==> config.mk <==
export PLATFORM = sky130hd
export DESIGN_NAME = sci_rx_deser_flat
export DESIGN_NICKNAME = d
export VERILOG_FILES = /design/src/rtl/sci_rx_deser_pkg.sv /design/src/rtl/sci_rx_deser_if.sv /design/src/rtl/sci_rx_deser_sipo.sv /design/src/rtl/sci_rx_deser.sv /design/src/flat_wrapper.sv
export SDC_FILE = /design/constraint.sdc
export NUM_CORES = 1
export LEC_CHECK = 0
export BUFFER_PORTS_ARGS = -buffer_cell sky130_fd_sc_hd__buf_2
export CAP_MARGIN = 20
export CORE_MARGIN = 2
export CORE_UTILIZATION = 35
export CTS_BUF_LIST = sky130_fd_sc_hd__clkbuf_8
export CTS_CLUSTER_SIZE = 25
export DETAILED_ROUTE_END_ITERATION = 16
export PLACE_DENSITY = 0.62
export SLEW_MARGIN = 20
export SYNTH_ARGS = -nofsm -noshare
export SYNTH_HDL_FRONTEND = slang
export SYNTH_SLANG_ARGS = --single-unit
==> constraint.sdc <==
create_clock -name i_clk -period 1.73 [get_ports i_clk]
set_input_delay 0.4325 -clock i_clk [delete_from_list [all_inputs] [get_ports i_clk]]
set_output_delay 0.4325 -clock i_clk [all_outputs]
set_load 0.05 [all_outputs]
==> src/rtl/sci_rx_deser_pkg.sv <==
// sci_rx_deser_pkg: shared SCI receive types and the bit-counter width helper
package sci_rx_deser_pkg;
    typedef enum logic {IDLE, SHIFT} state_t;
    function automatic int cnt_w(input int depth);
        return ($clog2(depth) < 1) ? 1 : $clog2(depth);
    endfunction
endpackage

==> src/rtl/sci_rx_deser_if.sv <==
// sci_rx_deser_if: serial input, parallel valid/ready output and sticky error flags of the SCI receiver
//   master: drives sin/sin_valid/sin_start/pout_ready/err_clr, observes pout/pout_valid/err_*
//   slave : the receiver side
interface sci_rx_deser_if #(parameter int DEPTH = 8);
    logic             sin;
    logic             sin_valid;
    logic             sin_start;
    logic [DEPTH-1:0] pout;
    logic             pout_valid;
    logic             pout_ready;
    logic             err_clr;
    logic             err_frame;
    logic             err_ovf;
    modport master (output sin, sin_valid, sin_start, pout_ready, err_clr,
                    input  pout, pout_valid, err_frame, err_ovf);
    modport slave  (input  sin, sin_valid, sin_start, pout_ready, err_clr,
                    output pout, pout_valid, err_frame, err_ovf);
endinterface

==> src/rtl/sci_rx_deser_sipo.sv <==
// sipo_buffer: DEPTH-bit right-shift register, serial in at MSB, with enable and clear
//   i_clk, i_rst_n : clock, async active-low reset
//   i_en, i_clr    : shift enable; clear drops the held bits (combined with i_en the bit enters an empty register)
//   i_sin          : serial bit
//   o_pout         : word as it stands once the current enabled bit is included
module sipo_buffer #(parameter int DEPTH = 8) (
    input  logic             i_clk,
    input  logic             i_rst_n,
    input  logic             i_en,
    input  logic             i_clr,
    input  logic             i_sin,
    output logic [DEPTH-1:0] o_pout
);
    logic [DEPTH-1:0] r_sr;
    logic [DEPTH-1:0] w_base;
    logic [DEPTH-1:0] w_nxt;
    always_comb begin
        w_base = i_clr ? '0 : r_sr;
        w_nxt  = i_en ? {i_sin, w_base[DEPTH-1:1]} : w_base;
    end
    always_ff @(posedge i_clk or negedge i_rst_n) begin
        if (!i_rst_n) r_sr <= '0;
        else          r_sr <= w_nxt;
    end
    // Exposing the next value lets a completed word be captured in the same edge as its final bit
    assign o_pout = w_nxt;
endmodule

==> src/rtl/sci_rx_deser.sv <==
// sci_rx_deser: SCI serial-to-parallel receive stage with output holding register and sticky errors
//   i_clk, i_rst_n : clock, async active-low reset
//   io_bus         : serial input, valid/ready word output, error clear and flags
module sci_rx_deser
    import sci_rx_deser_pkg::*;
#(
    parameter int DEPTH = 8
) (
    input  logic           i_clk,
    input  logic           i_rst_n,
    sci_rx_deser_if.slave  io_bus
);
    localparam int CW = cnt_w(DEPTH);
    state_t           r_state, w_state_nxt;
    logic [CW-1:0]    r_cnt, w_cnt_nxt;
    logic             w_en, w_clr, w_done, w_frame_set, w_hold, w_load;
    logic [DEPTH-1:0] w_word, r_pout;
    logic             r_pout_valid, r_err_frame, r_err_ovf;
    sipo_buffer #(.DEPTH(DEPTH)) u_sipo (
        .i_clk   (i_clk),
        .i_rst_n (i_rst_n),
        .i_en    (w_en),
        .i_clr   (w_clr),
        .i_sin   (io_bus.sin),
        .o_pout  (w_word)
    );
    always_ff @(posedge i_clk or negedge i_rst_n) begin
        if (!i_rst_n) begin
            r_state <= IDLE;
            r_cnt   <= '0;
        end else begin
            r_state <= w_state_nxt;
            r_cnt   <= w_cnt_nxt;
        end
    end
    always_comb begin
        w_state_nxt = r_state;
        w_cnt_nxt   = r_cnt;
        w_en        = 1'b0;
        w_clr       = 1'b0;
        w_done      = 1'b0;
        w_frame_set = 1'b0;
        if (io_bus.sin_valid) begin
            if (io_bus.sin_start) begin
                // A start always begins a fresh word; inside SHIFT it also flags the abandoned one
                w_en        = 1'b1;
                w_clr       = 1'b1;
                w_cnt_nxt   = CW'(1);
                w_state_nxt = SHIFT;
                w_frame_set = (r_state == SHIFT);
            end else if (r_state == IDLE) begin
                w_frame_set = 1'b1;
            end else if (r_cnt == CW'(DEPTH - 1)) begin
                w_en        = 1'b1;
                w_done      = 1'b1;
                w_cnt_nxt   = '0;
                w_state_nxt = IDLE;
            end else begin
                w_en        = 1'b1;
                w_cnt_nxt   = r_cnt + CW'(1);
            end
        end
    end
    // A word waiting without ready is frozen; a completion then is dropped as overflow
    assign w_hold = r_pout_valid & ~io_bus.pout_ready;
    assign w_load = w_done & ~w_hold;
    always_ff @(posedge i_clk or negedge i_rst_n) begin
        if (!i_rst_n) begin
            r_pout       <= '0;
            r_pout_valid <= 1'b0;
            r_err_frame  <= 1'b0;
            r_err_ovf    <= 1'b0;
        end else begin
            r_pout       <= w_load ? w_word : r_pout;
            r_pout_valid <= w_load | w_hold;
            r_err_frame  <= w_frame_set | (r_err_frame & ~io_bus.err_clr);
            r_err_ovf    <= (w_done & w_hold) | (r_err_ovf & ~io_bus.err_clr);
        end
    end
    assign io_bus.pout       = r_pout;
    assign io_bus.pout_valid = r_pout_valid;
    assign io_bus.err_frame  = r_err_frame;
    assign io_bus.err_ovf    = r_err_ovf;
endmodule

==> src/flat_wrapper.sv <==
// flat-port wrapper written by rule: the top's interface ports become plain ports
module sci_rx_deser_flat import sci_rx_deser_pkg::*;
#(
    parameter int DEPTH = 8
)
  (i_clk, i_rst_n, io_bus_sin, io_bus_sin_valid, io_bus_sin_start, io_bus_pout_ready, io_bus_err_clr, io_bus_pout, io_bus_pout_valid, io_bus_err_frame, io_bus_err_ovf);
  sci_rx_deser_if #(.DEPTH(DEPTH)) io_bus_i ();
  input  logic i_clk;
  input  logic i_rst_n;
  input wire logic [$bits(io_bus_i.sin)-1:0] io_bus_sin;
  input wire logic [$bits(io_bus_i.sin_valid)-1:0] io_bus_sin_valid;
  input wire logic [$bits(io_bus_i.sin_start)-1:0] io_bus_sin_start;
  input wire logic [$bits(io_bus_i.pout_ready)-1:0] io_bus_pout_ready;
  input wire logic [$bits(io_bus_i.err_clr)-1:0] io_bus_err_clr;
  output wire logic [$bits(io_bus_i.pout)-1:0] io_bus_pout;
  output wire logic [$bits(io_bus_i.pout_valid)-1:0] io_bus_pout_valid;
  output wire logic [$bits(io_bus_i.err_frame)-1:0] io_bus_err_frame;
  output wire logic [$bits(io_bus_i.err_ovf)-1:0] io_bus_err_ovf;
  assign io_bus_i.sin = io_bus_sin;
  assign io_bus_i.sin_valid = io_bus_sin_valid;
  assign io_bus_i.sin_start = io_bus_sin_start;
  assign io_bus_i.pout_ready = io_bus_pout_ready;
  assign io_bus_i.err_clr = io_bus_err_clr;
  assign io_bus_pout = io_bus_i.pout;
  assign io_bus_pout_valid = io_bus_i.pout_valid;
  assign io_bus_err_frame = io_bus_i.err_frame;
  assign io_bus_err_ovf = io_bus_i.err_ovf;
  sci_rx_deser #(.DEPTH(DEPTH)) u_core (.i_clk(i_clk), .i_rst_n(i_rst_n), .io_bus(io_bus_i));
endmodule
* After elaboration in Yosys (flattened, before gate mapping)
Index checks and enable logic that the tools add are counted.
** Operators by class
- Add/sub/neg operators :: 1
- Equality and inequality tests :: 1
- Multiplexer cells :: 20
- Bitwise gates (word level) :: 11
- Reductions and logical operators :: 2
** Operator list (number)
- 2-to-1 mux 8 bit :: 2
- 2-to-1 mux 1 bit :: 15
- 2-to-1 mux 3 bit :: 3
- AND 1 bit :: 5
- adder 3 x 1 -> 3 bit (second input constant) :: 1
- equality test 3 bit (second input constant) :: 1
- NOT 1 bit :: 3
- OR 1 bit :: 3
- AND reduction 2 bit :: 1
- nonzero test 2 bit :: 1
** Word-level totals
- Register bits after elaboration :: 23
- Bits of input ports :: 7
- Output and inout port bits :: 11
- Word-level logic and storage cells :: 42

* Longest topological paths before layout
- Depth in word-level cells :: 7
- Depth in mapped cells :: 9
- Depth with buffers taken out :: 5

* Modules after synthesis
Synthesis repeated with hierarchy kept, for this count alone.
** Unflattened totals
- Cell total of the unflattened synthesis :: 80
- Area, all modules :: 1032.2 sq um
** By module, submodules not included
- sci_rx_deser :: instances 1, cells an instance 54, area each 701.9 sq um, seq. area each 375.4 sq um
- sipo_buffer :: instances 1, cells an instance 26, area each 330.3 sq um, seq. area each 200.2 sq um

* Worst setup path before layout
No wires, ideal clock.
- Kind :: in2reg
- Start :: input io_bus_sin_start
- End :: register u_core.r_pout[4] (netlist: u_core.io_bus.pout[4])
- Setup time :: 0.104 ns
- Data arrival time :: 2.075 ns
- Data required time :: 1.626 ns
- Setup slack :: -0.448 ns
- Stages on the path :: 9
- Path buffers :: 4
- Path through :: buf_2 -> buf_1 -> inv_2 -> ha_1 -> buf_6 -> and2b_2 -> buf_6 -> a22oi_2 -> o41ai_2
** Between the ends
- Word-level cells in the longest chain between the ends :: 4
- Elaborated cells between the ends (all ways) :: 9
- Classes of those cells :: mux (8); bitwise (1)
** RTL lines
- start, declared :: RTL line flat_wrapper.sv:12 : input wire logic [$bits(io_bus_i.sin_start)-1:0] io_bus_sin_start;
- 2-to-1 mux 1 bit :: RTL line sci_rx_deser.sv:44 : if (io_bus.sin_start) begin
- 2-to-1 mux 1 bit :: RTL line sci_rx_deser.sv:43 : if (io_bus.sin_valid) begin
- 2-to-1 mux 8 bit :: RTL line sci_rx_deser_sipo.sv:18 : w_base = i_clr ? '0 : r_sr;
- 2-to-1 mux 8 bit :: RTL line sci_rx_deser_sipo.sv:19 : w_nxt = i_en ? {i_sin, w_base[DEPTH-1:1]} : w_base;
- end signal, assigned :: RTL line sci_rx_deser.sv:74 : r_pout <= w_load ? w_word : r_pout;
- end, declared :: RTL line sci_rx_deser.sv:17 : logic [DEPTH-1:0] w_word, r_pout;
Several ways; a longest one is shown, not always the timed one.
A chain may end at the register's enable or synchronous reset.

* Final worst setup path
- Start :: register u_core.r_state
- End :: register u_core.r_pout[0] (netlist: u_core.io_bus.pout[0])
** Between the ends
- Word-level cells in the longest chain between the ends :: 4
- Elaborated cells between the ends (all ways) :: 8
- Classes of those cells :: mux (7); bitwise (1)
** RTL lines
- start, declared :: RTL line sci_rx_deser.sv:14 : state_t r_state, w_state_nxt;
- start signal, assigned :: RTL line sci_rx_deser.sv:32 : r_state <= w_state_nxt;
- 2-to-1 mux 1 bit :: RTL line sci_rx_deser.sv:51 : end else if (r_state == IDLE) begin
- 2-to-1 mux 1 bit :: RTL line sci_rx_deser.sv:44
- 2-to-1 mux 1 bit :: RTL line sci_rx_deser.sv:43
- 2-to-1 mux 8 bit or AND 1 bit (tied branches) :: RTL line sci_rx_deser_sipo.sv:19, sci_rx_deser.sv:66
Several ways; a longest one is shown, not always the timed one.

==> out/qor.yml <==
cp-start-kind: "flop"
dieHeight_um: 59.74
ys_seq_area_share_pct: 52.93
syn_inst: 92
synth_nets: 102
final_common_cell: "dfrtp_1"
setup-tns-final_ns: 0
nNetsFinal: 124
yosys.cell_types.count: 24
p_switching_mw: 0.3777
finalNonFillerCells: 146
pwr_density_cell_mw_per_mm2: 914.9
placed_cell_area_mm2: 0.001229
post-route-min-period_ns: 1.596
antenna_found_initial: 0
maxCapViolCount: 0
p_clk_share_pct: 27.1
viasPerCell: 5.678
cts_tree: "done"
critical_path.endpoint_type: "flop"
setup_violations: 0
dr.first_iter.drc_count: 30
io_buffers: 17
maxSlewViolCount: 0
cts_inserted_buffers: 3
diodes: 0
ctsHtreeMaxLevel: 1
worst_slew_margin_rel_pct: 65.64
status: "finished, final reports clean"
final_cell_mix: "dfrtp_1, buf_2, o21ai_1"
clock_skew_ns: 0.006565
wl_mm: 2.403
ios: 18
critPathArrivalTime_ns: 1.76
synth_warnings: 0
hold_viol: 0
gp_congestion: 0.7412
grt_max_degree: 24
worstPathRequired_ns: 1.89
r2r_slack_ns: 0.13
path_class: "flop to flop"
detailed_place_hpwl_mm: 1.548
intPower_mw: 0.8266
grt_first_pass_wirelength_mm: 3.946
via_count: 829
dieArea_mm2: 0.003568
grtUsageTotal_pct: 14.61
row_count: 20
start_util_pct: 36.21
p_total_mw: 1.204
finalCritPeriodShare_pct: 92.28
ant_nets: 0
max_freq_ghz: 0.6264
clkTransAtPathRegs_ns: 0.08
netSwitchingFraction_pct: 31.36
drive_gt1_share_pct: 37.17
peakVddDrop_mv: 0.5427
clk_path_buf_depth: 2
syn_avg_cell_area_um2: 11.82
dr.pass1.iters: 4
power_frac_seq_pct: 51.6
core_mm2: 0.003003
stdcell_area_mm2: 0.001316
rsz0062_at_grt: "no"
synthesis.area_mm2: 0.001087
overflow: 0
wl_per_cell_um: 16.46
clk_latency_ns: 0.27
ys_ff_latch: 23
place_inst: 141
drc_errors: 0
die_w_um: 59.74
worstMarginPinSlew_ns: 0.5154
critPathMaxFanout: 8
p_leak_nw: 0.6679
hold_buffers: 0
area_delta_synth_final_pct: 21.06
numClockSinks: 23
first_global_vias: 803
min_path_type: "input pin to async pin"
power_frac_comb_pct: 21.3
cts_root_buf: "clkbuf_8"
[power by group through the flow]
stage                     Combinational (mW)  Sequential [mW]  Clock (mW)
final                                  0.257            0.621       0.327
after global routing                   0.283            0.628       0.354
after CTS                              0.252            0.618       0.335
after detailed placement               0.251            0.628           0
after global placement                 0.247            0.626           0
after floorplan                        0.122            0.691           0
[cell families (layout without fill, tap and decap cells)]
group	Yosys count	count (layout)	share of synthesized area (%)
AND/OR/NAND/NOR	16	17	9.321
buffers and inverters	13	33	6.100
AO/OA/AOI/OAI	37	37	28.19
adder cells (fa/ha/maj)	3	3	3.453
flip-flops	23	23	52.93
[cells in the mapped netlist]
cell type	n	area share [%]
buf_6	2	2.1
a22oi_2	3	3.5
o22ai_1	2	1.2
nand3_1	2	0.92
dfrtp_1	23	53
and4b_1	1	0.92
o41ai_2	4	6.0
buf_2	2	0.92
o2bb2ai_1	7	5.6
nor2b_1	2	1.2
a41oi_1	1	0.81
nand2_1	5	1.7
nand2b_1	1	0.58
nor2_1	3	1.0
a21oi_1	2	0.92
inv_2	2	0.69
and2b_2	1	0.81
inv_1	5	1.7
buf_1	2	0.69
ha_1	3	3.5
o21ai_1	11	5.1
nand4b_4	1	2.2
a22oi_1	4	2.8
o41ai_1	3	2.4
[flip-flops by register name, summed over array words and instances, names as in the netlist]
register	count
u_core.r_cnt	3
u_core.io_bus.pout	8
u_core.io_bus.pout_valid	1
u_core.r_state	1
u_core.u_sipo.r_sr	8
u_core.io_bus.err_ovf	1
u_core.io_bus.err_frame	1
[through the flow]
stage	util [%]	hold slack, ns	worst slack [ns]
after floorplan	-	0.1369	-0.08016
after global placement	40.92	0.4300	0.09076
after detailed placement	40.92	0.4426	0.03781
after CTS	42.42	0.1520	0.08553
after global routing	43.83	0.1715	0.02548
final	43.83	0.1328	0.1336
[final timing paths]
path,start,end,cells past startpoint
max,u_core.r_state,u_core.io_bus.pout[0],5
min,i_rst_n,u_core.io_bus.pout_valid,1
max reg2reg,u_core.r_state,u_core.io_bus.pout[0],5
min reg2reg,u_core.io_bus.pout[2],u_core.io_bus.pout[2],2
max in group asynchronous,i_rst_n,u_core.r_state,1
min in group i_clk,io_bus_err_clr,u_core.io_bus.err_frame,2
[layer usage]
metal / global-route usage, % / part of all wire, % / vias to the layer above
met5: 0 / 0 / -
met4: 3.810 / 1.5 / 0
met1: 20.83 / 44 / 417
li1: - / - / 391
met3: 1.948 / 2.3 / 5
met2: 23.45 / 52 / 16
[critical path, stage by stage, from the launching register on]
cell and delay (ns):
dfrtp_2 0.45, inv_1 0.10, ha_4 0.17, and2b_2 0.31, a22oi_1 0.12, o41ai_1 0.34
[repair_timing]
action / in CTS / in global routing
gates resized for setup: 0 / 5
endpoints found under the setup margin: 0 / 3
buffers inserted: 0 / 0
[area by class of cell]
class                      count  area [µm²]
clock buffer                   3       41.29
clock inverter                 1       3.754
fill                         276        1687
inverter                       7       31.28
multi-input combinational     57       499.2
sequential                    23       576.8
tap                           33       41.29
timing repair buffer          22       122.6
Power figures use the tool's default switching activity.
